<file path="src/rtl/msg_tx_framer.sv">
// Transmit framer: turns message requests plus a payload word stream into head/data/tail beats.
// Define MSG_TX_PARITY_EN to add the registered even-parity output out_parity.
module msg_tx_framer #(
    parameter int DATA_W = 8,
    parameter int LEN_W  = 4
) (
    input  logic              clock,
    input  logic              reset,
    input  logic              req_valid,
    input  logic [LEN_W-1:0]  req_len,
    output logic              req_ready,
    input  logic              pl_valid,
    input  logic [DATA_W-1:0] pl_data,
    output logic              pl_ready,
    output logic              out_valid,
    output logic              out_head,
    output logic              out_tail,
    output logic [DATA_W-1:0] out_data,
    input  logic              out_ready,
    output logic              msg_ip
`ifdef MSG_TX_PARITY_EN
    ,
    output logic              out_parity
`endif
);

    typedef enum logic [1:0] {
        IDLE = 2'b00,
        HEAD = 2'b01,
        DATA = 2'b10,
        TAIL = 2'b11
    } state_t;

    state_t             state;
    state_t             state_next;
    logic [LEN_W-1:0]   cnt;
    logic [LEN_W-1:0]   cnt_next;
    logic               slot;
    logic               fire;
    logic               req_accept;
    logic               beat_head;
    logic               beat_tail;

    // The output register can take a new beat when empty or draining this cycle.
    assign slot       = !out_valid || out_ready;
    assign pl_ready   = (state != IDLE) && slot;
    assign fire       = pl_valid && pl_ready;
    assign req_ready  = (state == IDLE) || ((state == TAIL) && fire);
    assign req_accept = req_valid && req_ready;
    assign msg_ip     = (state != IDLE) || out_valid;
    assign beat_head  = (state == HEAD);
    assign beat_tail  = (state == TAIL);

    always_ff @(posedge clock) begin
        if (reset) begin
            state <= IDLE;
            cnt   <= '0;
        end else begin
            state <= state_next;
            cnt   <= cnt_next;
        end
    end

    always_comb begin
        state_next = state;
        cnt_next   = cnt;
        if (req_accept) begin
            cnt_next = req_len;
        end
        unique case (state)
            IDLE: begin
                if (req_accept) state_next = HEAD;
            end
            HEAD: begin
                if (fire) state_next = (cnt != '0) ? DATA : TAIL;
            end
            DATA: begin
                if (fire) begin
                    if (cnt != '0) cnt_next = cnt - LEN_W'(1);
                    if (cnt == LEN_W'(1)) state_next = TAIL;
                end
            end
            TAIL: begin
                if (fire) state_next = req_accept ? HEAD : IDLE;
            end
            default: state_next = IDLE;
        endcase
    end

    // Beat register: everything stays frozen while a beat is stalled by the link.
    always_ff @(posedge clock) begin
        if (reset) begin
            out_valid <= 1'b0;
            out_head  <= 1'b0;
            out_tail  <= 1'b0;
            out_data  <= '0;
        end else if (fire) begin
            out_valid <= 1'b1;
            out_head  <= beat_head;
            out_tail  <= beat_tail;
            out_data  <= pl_data;
        end else if (out_ready) begin
            out_valid <= 1'b0;
        end
    end

`ifdef MSG_TX_PARITY_EN
    always_ff @(posedge clock) begin
        if (reset) begin
            out_parity <= 1'b0;
        end else if (fire) begin
            out_parity <= ^{beat_head, beat_tail, pl_data};
        end
    end
`endif

endmodule

</file>
<file path="config.mk">
export PLATFORM = sky130hd
export DESIGN_NAME = msg_tx_framer
export DESIGN_NICKNAME = d
export VERILOG_FILES = /design/src/rtl/msg_tx_framer.sv
export SDC_FILE = /design/constraint.sdc
export NUM_CORES = 1
export LEC_CHECK = 0
export ABC_CLOCK_PERIOD_IN_PS = 2100
export BUFFER_PORTS_ARGS = -buffer_cell sky130_fd_sc_hd__buf_2
export CORE_UTILIZATION = 48
export CTS_CLUSTER_SIZE = 14
export DETAILED_ROUTE_END_ITERATION = 8
export MAX_ROUTING_LAYER = met4
export PLACE_DENSITY_LB_ADDON = 0.25
export SKIP_LAST_GASP = 1
export SYNTH_ARGS = -nofsm -noshare
export SYNTH_HDL_FRONTEND = slang
export SYNTH_SLANG_ARGS = --single-unit
</file>
<file path="constraint.sdc">
create_clock -name clock -period 2.1 [get_ports clock]
set_input_delay 0.42 -clock clock [delete_from_list [all_inputs] [get_ports clock]]
set_output_delay 0.42 -clock clock [all_outputs]
set_load 0.03 [all_outputs]
</file>
======== After elaboration in Yosys (flattened, before gate mapping) ========
Index checks and enable logic that the tools add are counted.
operators by class
  $add $sub $neg .......................... 1
  eq/ne operators ......................... 9
  multiplexer cells ....................... 14
  reduce and logical (&&, ||, !) cells .... 13
operator list
  kind                                                                    number
  4-bit two-way mux                                                       4
  2-bit two-way mux                                                       5
  2-bit != test (second input constant)                                   5
  2-bit case mux with 4 select lines                                      1
  5-bit AND reduction                                                     1
  2-bit equality test (second input constant)                             2
  4-bit by 1-bit equality test with 1-bit output (second input constant)  1
  1-bit logical AND                                                       4
  1-bit two-way mux                                                       4
  2-bit nonzero test                                                      2
  4-bit nonzero test                                                      1
  4-bit by 1-bit subtractor with 4-bit output (second input constant)     1
  1-bit logical OR                                                        3
  2-bit by 1-bit equality test with 1-bit output (second input constant)  1
  2-bit zero test                                                         1
  1-bit zero test                                                         1
storage, ports and cells
  register bits ........................... 17
  bits of input ports ..................... 17
  output and inout port bits .............. 14
  word-level logic and storage cells ...... 43

======== Longest topological paths before layout ========
Gate-level depths: netlist of run 1.
  word-level depth ........................ 11
  gate-level depth with buffers ........... 7
  mapped depth without buffers ............ 7

======== Worst setup path before layout of run 1 ========
Ideal clock, no wire load.
  path kind ............................... register to register
  start ................................... reg state[0]
  end ..................................... reg state[1]
  library setup time ...................... 0.128 ns
  data arrival time ....................... 1.627 ns
  data required time ...................... 1.972 ns
  setup slack ............................. 0.346 ns
  stages on the path, launching flop included .. 7
  path buffers ............................ 0
  clock period less this slack ............ 1.754 ns
  cells stage by stage .................... dfxtp_1 -> inv_1 -> ha_1 -> or3_4 -> a221oi_4 -> mux2i_1 -> nor2_1
on the way
  cells in the longest elaborated chain, start to end .. 8
  elaborated cells on any way between the ends .. 17
  those cells by class .................... eq/ne (8); mux (1); reduce/logical (8)
RTL lines
  element                        RTL line  source
  start, declared                34        state_t state;
  start signal, assigned         59        state <= state_next;
  2-bit nonzero test             46        assign pl_ready = (state != IDLE) && slot;
  1-bit logical AND              46
  1-bit logical AND              47        assign fire = pl_valid && pl_ready;
  1-bit logical AND              48        assign req_ready = (state == IDLE) || ((state == TAIL) && fire);
  1-bit logical OR               48
  1-bit logical AND              49        assign req_accept = req_valid && req_ready;
  2-bit != test (no line)        n/a
  5-bit AND reduction (no line)  n/a
Parallel ways exist; a longest one is shown, timed or not.
A chain may end at the register's enable or synchronous reset.

======== Worst setup path after layout of run 1 ========
  start ................................... reg state[0]
  end ..................................... reg cnt[3]
on the way
  cells in the longest elaborated chain, start to end .. 10
  elaborated cells on any way between the ends .. 13
  those cells by class .................... eq/ne (2); mux (4); reduce/logical (7)
RTL lines
  element               RTL line  source
  2-bit nonzero test    46
  1-bit logical AND     46
  1-bit logical AND     47
  1-bit logical AND     48
  1-bit logical OR      48
  1-bit logical AND     49
  4-bit two-way mux     67        if (req_accept) begin
  4-bit two-way mux     79        if (cnt != '0) cnt_next = cnt - LEN_W'(1);
  4-bit two-way mux     78        if (fire) begin
  4-bit two-way mux *   70        unique case (state)
  end signal, assigned  60        cnt <= cnt_next;
  end, declared         36        logic [LEN_W-1:0] cnt;
Mark *: on every way between the ends. The rest lies on a longest branch, timed or not.

==> results.sh, run 1 <==
export IMPL_status="finished clean"
export IMPL_end_kind="flip-flop"
export IMPL_setup_violations=0
export IMPL_die_h_um=45.23
export IMPL_start_kind="flip-flop"
export IMPL_rsz0062_at_grt="false"
export IMPL_synth_cell_types=33
export IMPL_io_pins=31
export IMPL_synth_xor_area_share_pct=0.9763
export IMPL_syn_to_final_growth_pct=24.97
export IMPL_grt_pass1_vias=782
export IMPL_clkLatencyLatePin_ps=280
export IMPL_final_cell_mix="buf_2 (30), nand2_1 (26), dfxtp_1 (17), a21oi_1 (13), ha_1 (7)"
export IMPL_syn_nets=132
export IMPL_min_period_ps=1936
export IMPL_vias=875
export IMPL_fp_row_count=15
export IMPL_synth_fa_ha_area_share_pct=9.763
export IMPL_drt_iter0_drc=18
export IMPL_arrival_ps=2110
export IMPL_yosysSeqAreaShare_pct=37.94
export IMPL_hold_slack_ps=359.3
export IMPL_tns_ps=0
export IMPL_syn_avg_cell_area_um2=8.307
export IMPL_power_leakage_nw=0.4965
export IMPL_worstPathMaxFanout=7
export IMPL_synth_edff_count=0
export IMPL_numClockSinks=17
export IMPL_drv_cap=0
export IMPL_io_buffers=30
export IMPL_htreeDepth=1
export IMPL_antenna_found_initial=0
export IMPL_fin_crit_sh_pct=92.18
export IMPL_synth_compound_area_share_pct=21.48
export IMPL_drcViolationCount=0
export IMPL_max_slew_margin_pct=78.80
export IMPL_grt_max_degree=18
export IMPL_globalplace_congestion=0.7972
export IMPL_synthArstFlopShare_pct=0
export IMPL_cp_cell_sequence="inv_1, ha_1, nor2b_1, nand4_1, or4_1, o211ai_1, a31oi_1"
export IMPL_grt_pass1_wl_um=3229
export IMPL_track_usage_pct=21.69
export IMPL_cts_root_buf="clkbuf_4"
export IMPL_viasPerCell=5.240
export IMPL_synthSimpleGateAreaFrac_pct=25.38
export IMPL_cts_made_buffers=3
export IMPL_core_area_um2=1745
export IMPL_ys_warn_count=0
export IMPL_nets=167
export IMPL_cts_resized=0
export IMPL_peakVddDrop_v=0.001064
export IMPL_fillers=164
export IMPL_hpwl_um=1498
export IMPL_max_slew_worst_pin_slew_ps=318.0
export IMPL_die_w_um=45.23
export IMPL_seq_area_um2=340.3
export IMPL_clk_path_buf_depth=2
export IMPL_powerDensity_nw_per_um2=1333
export IMPL_diodes=0
export IMPL_slew_viol_final=0
export IMPL_synth_top_family_by_area="simple AND/OR/NAND/NOR gates"
export IMPL_cts_tree="built"
export IMPL_postRouteAntennaNets=0
export IMPL_path_clk_slew_ps=110
export IMPL_drt_pass1_iterations=4
export IMPL_routed_wl_um=1984
export IMPL_ys_ff_latch=17
export IMPL_worstSetupPathType="flip-flop to flip-flop"
export IMPL_synth_main_ff_cell="dfxtp_1"
export IMPL_layout_commonest_cell="buf_2"
export IMPL_required_ps=2270
export IMPL_multi_input_area_um2=526.8
export IMPL_final_hold_viol_count=0
export IMPL_hold_class="primary input to flip-flop"
export IMPL_crit_slowest_cell="or4_1"
export IMPL_critical_path_max_stage_delay_ps=460
export IMPL_synth_cells=108
export IMPL_overflow=0
export IMPL_synth_area_um2=897.1
export IMPL_die_area_um2=2046
export IMPL_initial_core_util_pct=51.40
export IMPL_skew_ps=2.779
export IMPL_post_drt_wl_per_cell_um=11.88
export IMPL_fmax_mhz=516.6
export IMPL_muxShareOfSynthArea_pct=1.116
export IMPL_layout_drive_gt1_share_pct=30.28
synth_stat cells, drive strengths merged (2+ instances only):
cell type	n	area share, %
inv	4	1.7
a31oi	2	1.4
nor2	5	2.4
dfxtp	17	38
a221oi	2	3.9
a21oi	13	7.3
o21ai	2	1.1
a311oi	2	2.6
nand2	26	11
nor2b	3	2.1
and2	2	1.4
a211oi	2	1.7
nand2b	3	2.1
clkbuf	3	1.3
ha	7	9.8
per-stage QoR:
step / cells / worst slack [ps] / instance area [µm²] / utilization (%) / total power [mW]
after floorplan: 108 / 345.7 / 897.1 / - / 1.113
after global placement: 161 / 253.8 / 1079 / 61.79 / 1.295
final: 167 / 164.3 / 1121 / 64.23 / 1.495
after global routing: 167 / 36.83 / 1121 / 64.23 / 1.606
after CTS: 165 / 166.6 / 1106 / 63.37 / 1.496
after detailed placement: 161 / 171.2 / 1079 / 61.79 / 1.321
cells by family (layout without fill, tap and decap cells):
family                     Yosys count  count (layout)
adders and majority gates            7               7
buffers and inverters                8              42
xor gates and xnor gates             1               1
AOI/OAI and AO/OA                   27              27
and+or+nand+nor                     47              47
DFF                                 17              17
muxes                                1               1
sequential cells by signal, summed over array words and instances (netlist names):
| signal | flops |
|---|---|
| state | 2 |
| out_data | 8 |
| out_head | 1 |
| out_valid | 1 |
| cnt | 4 |
| out_tail | 1 |
layout make-up:
| type | count | share of cell area, % |
|---|---|---|
| clock buffer | 3 | 2.009 |
| clock inverter | 1 | 0.4464 |
| inverter | 4 | 1.339 |
| multi-input combinational | 83 | 46.99 |
| sequential | 17 | 30.36 |
| tap | 25 | 2.790 |
| timing repair buffer | 34 | 16.07 |
worst paths after layout:
check,from,end,slack [ps],cells after the start
setup / recovery,state[0],cnt[3],160,7
hold / removal,pl_data[4],out_data[4],360,3
setup reg to reg,state[0],cnt[3],160,7
hold reg to reg,out_data[4],out_data[4],460,2
report_power, final:
part / total (mW) / leakage [nW] / internal, mW / switching, mW
clock: 0.178 / 0.0177 / 0.0705 / 0.107
sequential: 0.450 / 0.139 / 0.393 / 0.0574
combinational: 0.866 / 0.340 / 0.343 / 0.523
layer usage:
| layer | global-route usage, % | wire length [µm] |
|---|---|---|
| met1 | 28.95 | 915 |
| met2 | 34.78 | 994 |
| met3 | 3.600 | 74 |
| met4 | 3.636 | 0 |
| met5 | - | 0 |
timing repair:
item,CTS,global route
buffers inserted,0,2
endpoints found under the setup margin,0,1
hold buffers,0,0
worst max-delay path, delay by kind of cell (launching register included):
family,cells,cell delay [ps]
AND/OR/NAND/NOR,3,840
adder cells (fa/ha/maj),1,270
buffers and inverters,1,100
flip-flops,1,410
AO/OA/AOI/OAI,2,200
Note: power is estimated with default switching activity, not from simulation.
==> inputs of run 2 (changes only) <==
--- a/config.mk
+++ b/config.mk
@@ -7,7 +7,9 @@
 export LEC_CHECK = 0
 export ABC_CLOCK_PERIOD_IN_PS = 2100
 export BUFFER_PORTS_ARGS = -buffer_cell sky130_fd_sc_hd__buf_2
-export CORE_UTILIZATION = 48
+export CELL_PAD_IN_SITES_DETAIL_PLACEMENT = 0
+export CELL_PAD_IN_SITES_GLOBAL_PLACEMENT = 1
+export CORE_UTILIZATION = 34
 export CTS_CLUSTER_SIZE = 14
 export DETAILED_ROUTE_END_ITERATION = 8
 export MAX_ROUTING_LAYER = met4
==> run 2 against run 1 <==
  * Non-clock buffer count down 2
  * Sequential share of layout area up 0.20 points
  * Global-route usage down 5.6 points
  * Flip-flop and latch count unchanged
  * Clock-buffer cell count up 1
  * Power about the same
  * Register-to-register slack about the same
  * First-iteration DRC count down 28%
  * Critical path depth down 3
  * Critical path type is now flip-flop to primary output
  * Critical endpoint is now req_ready
  * Largest cell class unchanged
  * Highest routed layer is now met4
==> results.sh, run 2 (synthesis gave the netlist of run 1 again) <==
export IMPL_grt_pass1_vias=734
export IMPL_clk_path_buf_depth=2
export IMPL_r2r_end="cnt[3]"
export IMPL_syn_to_final_growth_pct=24.13
export IMPL_dpl_cell_count=166
export IMPL_cp_top_family="flip-flops"
export IMPL_track_usage_pct=16.10
export IMPL_cts_root_buf="clkbuf_4"
export IMPL_final_cell_mix="buf_2 (30), nand2_1 (26), dfxtp_1 (17), a21oi_1 (13), ha_1 (7)"
export IMPL_core_area_um2=2477
export IMPL_reg2reg_depth=7
export IMPL_min_period_ps=1943
export IMPL_hold_class="primary input to flip-flop"
export IMPL_skew_ps=1.387
export IMPL_viasPerCell=4.929
export IMPL_fillers=267
export IMPL_worst_path_buf_inv=2
export IMPL_largestRegisters="out_data (8), cnt (4), state (2)"
export IMPL_io_pins=31
export IMPL_rsz0062_at_grt="false"
export IMPL_post_dp_cell_area_um2=1085
export IMPL_instances_no_fill=170
export IMPL_top_register="out_data"
export IMPL_final_util_pct=44.95
export IMPL_drt_pass1_iterations=4
export IMPL_clkLatencyLatePin_ps=280
export IMPL_largest_reg_flops=8
export IMPL_die_w_um=53.37
export IMPL_slew_viol_final=0
export IMPL_nets=165
export IMPL_overflow=0
export IMPL_vias=838
export IMPL_peakVddDrop_v=0.0005762
export IMPL_grt_pass1_wl_um=3180
export IMPL_fmax_mhz=514.6
export IMPL_cp_cell_sequence="inv_1, ha_1, a31o_2, buf_2"
export IMPL_power_leakage_nw=0.4864
export IMPL_die_area_um2=2848
export IMPL_max_slew_worst_pin_slew_ps=336.6
export IMPL_powerDensity_nw_per_um2=1342
export IMPL_antenna_found_initial=0
export IMPL_io_buffers=30
export IMPL_globalplace_congestion=0.7928
export IMPL_required_ps=1680
export IMPL_die_h_um=53.37
export IMPL_tns_ps=0
export IMPL_endpoint="req_ready"
export IMPL_setup_violations=0
export IMPL_fin_crit_sh_pct=92.54
export IMPL_max_slew_margin_pct=77.56
export IMPL_numClockSinks=17
export IMPL_initial_core_util_pct=36.21
export IMPL_crit_reg2reg_launch="state[0]"
export IMPL_layout_commonest_cell="buf_2"
export IMPL_final_area_um2=1114
export IMPL_worstSetupPathType="flip-flop to primary output"
export IMPL_end_kind="primary output"
export IMPL_post_drt_wl_per_cell_um=11.89
export IMPL_cts_made_buffers=3
export IMPL_crit_slowest_cell="dfxtp_1"
export IMPL_diodes=0
export IMPL_routed_wl_um=2021
export IMPL_cts_hold_buf=0
export IMPL_status="finished clean"
export IMPL_r2r_setup_slack_ps=170
export IMPL_critical_path_startpoint="state[0]"
export IMPL_worstSetupPathDepth=4
export IMPL_drv_cap=0
export IMPL_drcViolationCount=0
export IMPL_path_clk_slew_ps=90
export IMPL_critical_path_max_stage_delay_ps=400
export IMPL_total_power_mw=1.495
export IMPL_postRouteAntennaNets=0
export IMPL_arrival_ps=1520
export IMPL_grt_max_degree=18
export IMPL_hpwl_um=1589
export IMPL_final_hold_viol_count=0
export IMPL_layout_drive_gt1_share_pct=29.29
export IMPL_htreeDepth=1
export IMPL_drt_iter0_drc=13
export IMPL_start_kind="flip-flop"
export IMPL_cts_tree="built"
export IMPL_fp_row_count=18
export IMPL_worstPathMaxFanout=7
## run 2: cell count changes in the layout (fill, tap and decap cells not counted), sizes merged
cell / before / now
buf: 34 / 32
clkbuf: 3 / 4
clkinv: 1 / 0
## run 2: final cells by class
class | instances | area (µm²) | share of cell area [%]
Clock buffer | 4 | 26.28 | 2.360
Inverter | 4 | 15.01 | 1.348
Multi-Input combinational cell | 83 | 529.3 | 47.53
Sequential cell | 17 | 340.3 | 30.56
Tap cell | 30 | 37.54 | 3.371
Timing Repair Buffer | 32 | 165.2 | 14.83
## run 2: timing repair
| item | CTS | global route |
|---|---|---|
| gates resized for setup | 0 | 1 |
| endpoints found under the hold margin | 0 | 0 |
| setup buffers | 0 | 0 |
| setup endpoints to repair | 0 | 1 |
## run 2: tightest hold or removal path: stages
cell	delay, ps
buf_2	90
nand2_1	40
a21oi_1	50
## run 2: how the worst min path moves through the flow
| stage | slack, ps | from | end | cells after the start |
|---|---|---|---|---|
| 5_1_grt | 360 | pl_data[5] | out_data[5] | 3 |
| 4_1_cts | 360 | pl_data[5] | out_data[5] | 3 |
| 6_report | 360 | pl_data[5] | out_data[5] | 3 |
| 2_1_floorplan | 470 | cnt[1] | cnt[1] | 2 |
| 3_5_place_dp | 450 | out_data[0] | out_data[0] | 2 |
| 3_3_place_gp | 440 | out_data[1] | out_data[1] | 2 |
## run 2: stage by stage
stage                     hold slack [ps]  setup slack [ps]
after CTS                           359.2             125.5
after global routing                356.4             25.54
final                               364.3             156.6
after global placement              438.3             245.7
after detailed placement            445.8             142.5
after floorplan                     470.2             345.7
## run 2: power breakdown
part / internal [mW] / total [mW] / switching, mW
Combinational: 0.344 / 0.875 / 0.532
Clock: 0.0737 / 0.171 / 0.0970
Sequential: 0.393 / 0.449 / 0.0559
Total: 0.810 / 1.49 / 0.685
## run 2: per-layer routing
metal / vias up / track usage [%] / routed length (µm)
li1: 438 / - / -
met3: 2 / 4.885 / 139
met2: 31 / 25.83 / 913
met4: 0 / 3.509 / 13
met1: 367 / 19.69 / 954
met5: - / - / 0
==> inputs of run 3 (changes only) <==
--- a/config.mk
+++ b/config.mk
@@ -12,7 +12,6 @@
 export CORE_UTILIZATION = 34
 export CTS_CLUSTER_SIZE = 14
 export DETAILED_ROUTE_END_ITERATION = 8
-export MAX_ROUTING_LAYER = met4
 export PLACE_DENSITY_LB_ADDON = 0.25
 export SKIP_LAST_GASP = 1
 export SYNTH_ARGS = -nofsm -noshare
==> run 3 against run 2 <==
  * First-iteration DRC count unchanged
  * Clock-buffer cell count unchanged
  * Wire length about the same
  * Design area unchanged
  * Clock skew about the same
  * Die area unchanged
  * Cell count unchanged
  * Critical endpoint unchanged
  * Utilization unchanged
==> results.sh, run 3 (synthesis gave the netlist of run 1 again) <==
export IMPL_track_usage_pct=15.70
export IMPL_layout_drive_gt1_share_pct=29.29
export IMPL_cts_root_buf="clkbuf_4"
export IMPL_final_hold_viol_count=0
export IMPL_status="finished clean"
export IMPL_crit_slowest_cell="dfxtp_1"
export IMPL_grt_pass1_vias=735
export IMPL_arrival_ps=1520
export IMPL_cts_tree="built"
export IMPL_cp_cell_sequence="inv_1, ha_1, a31o_2, buf_2"
export IMPL_max_slew_margin_pct=77.57
export IMPL_numClockSinks=17
export IMPL_worstSetupPathType="flip-flop to primary output"
export IMPL_dpl_worst_slack_ps=142.5
export IMPL_hold_path_depth=3
export IMPL_post_drt_wl_per_cell_um=11.88
export IMPL_largest_reg_flops=8
export IMPL_required_ps=1680
export IMPL_drv_cap=0
export IMPL_htreeDepth=1
export IMPL_worst_path_buf_inv=2
export IMPL_finalWorstSetupSlack_ps=156.6
export IMPL_rsz0062_at_grt="false"
export IMPL_critical_path_max_stage_delay_ps=400
export IMPL_final_cell_mix="buf_2 (30), nand2_1 (26), dfxtp_1 (17), a21oi_1 (13), ha_1 (7)"
export IMPL_hold_class="primary input to flip-flop"
export IMPL_layout_commonest_cell="buf_2"
export IMPL_drt_pass1_iterations=4
export IMPL_slew_viol_final=0
export IMPL_power_leakage_nw=0.4864
export IMPL_postRouteAntennaNets=0
export IMPL_tns_ps=0
export IMPL_routed_wl_um=2019
export IMPL_fillers=267
export IMPL_diodes=0
export IMPL_post_dp_cell_area_um2=1085
export IMPL_cp_top_family="flip-flops"
export IMPL_cts_hold_buf=0
export IMPL_die_w_um=53.37
export IMPL_reg2reg_depth=7
export IMPL_total_power_mw=1.495
export IMPL_globalplace_congestion=0.7819
export IMPL_initial_core_util_pct=36.21
export IMPL_viasPerCell=4.912
export IMPL_max_slew_worst_pin_slew_ps=336.4
export IMPL_antenna_found_initial=0
export IMPL_top_register="out_data"
export IMPL_overflow=0
export IMPL_grt_pass1_wl_um=3174
export IMPL_die_area_um2=2848
export IMPL_vias=835
export IMPL_drcViolationCount=0
export IMPL_die_h_um=53.37
export IMPL_path_clk_slew_ps=90
export IMPL_powerDensity_nw_per_um2=1342
export IMPL_worstPathMaxFanout=7
export IMPL_nets=165
export IMPL_cts_made_buffers=3
export IMPL_peakVddDrop_v=0.0005762
export IMPL_drt_iter0_drc=13
export IMPL_final_util_pct=44.95
export IMPL_end_kind="primary output"
export IMPL_syn_to_final_growth_pct=24.13
export IMPL_min_period_ps=1943
export IMPL_fmax_mhz=514.6
export IMPL_skew_ps=1.391
export IMPL_io_buffers=30
export IMPL_largestRegisters="out_data (8), cnt (4), state (2)"
export IMPL_setup_violations=0
export IMPL_core_area_um2=2477
export IMPL_io_pins=31
export IMPL_clk_path_buf_depth=2
export IMPL_worstSetupPathDepth=4
export IMPL_start_kind="flip-flop"
export IMPL_postCtsSetupRepairBufs=0
export IMPL_final_area_um2=1114
export IMPL_fp_row_count=18
export IMPL_fin_crit_sh_pct=92.54
export IMPL_grt_max_degree=18
export IMPL_cts_resized=0
export IMPL_hpwl_um=1589
export IMPL_clkLatencyLatePin_ps=280
[run 3: cell counts in the layout (fill, tap and decap cells not counted)]
Identical to the previous run, type by type.
[run 3: metal layers]
metal	global-route usage, %	up-vias	routed length (µm)
met5	0	-	0
met4	3.509	0	12
met3	4.885	2	135
met2	25.83	28	915
met1	19.69	367	956
li1	-	438	-
[run 3: worst reg2reg max path: stages (launching register included)]
cell and delay, ps:
dfxtp_1 400, inv_1 110, ha_1 290, nor2b_2 190, nand4_1 180, or4_1 440
o211ai_1 110, a31oi_1 100
[run 3: final cells by class]
type | instances | area, µm² | area share, %
timing repair buffer | 32 | 165.2 | 14.83
sequential | 17 | 340.3 | 30.56
tap | 30 | 37.54 | 3.371
clock buffer | 4 | 26.28 | 2.360
inverter | 4 | 15.01 | 1.348
multi-input combinational | 83 | 529.3 | 47.53
[run 3: metrics by stage]
stage	hold WS, ps	instances
global route	356.4	170
finish	364.3	170
floorplan	470.2	108
CTS	359.2	170
detailed placement	445.8	166
global placement	438.3	166
[run 3: power breakdown]
part	total, mW	internal, mW	switching [mW]	leakage, nW
Clock	0.171	0.0737	0.0970	0.0150
Combinational	0.875	0.344	0.532	0.333
Sequential	0.449	0.393	0.0559	0.139
Total	1.49	0.810	0.685	0.486
[run 3: worst paths after layout]
check                    from          end  slack, ps
setup / recovery     state[0]    req_ready        160
hold / removal     pl_data[5]  out_data[5]        360
setup reg to reg     state[0]       cnt[3]        170
hold reg to reg   out_data[0]  out_data[0]        460
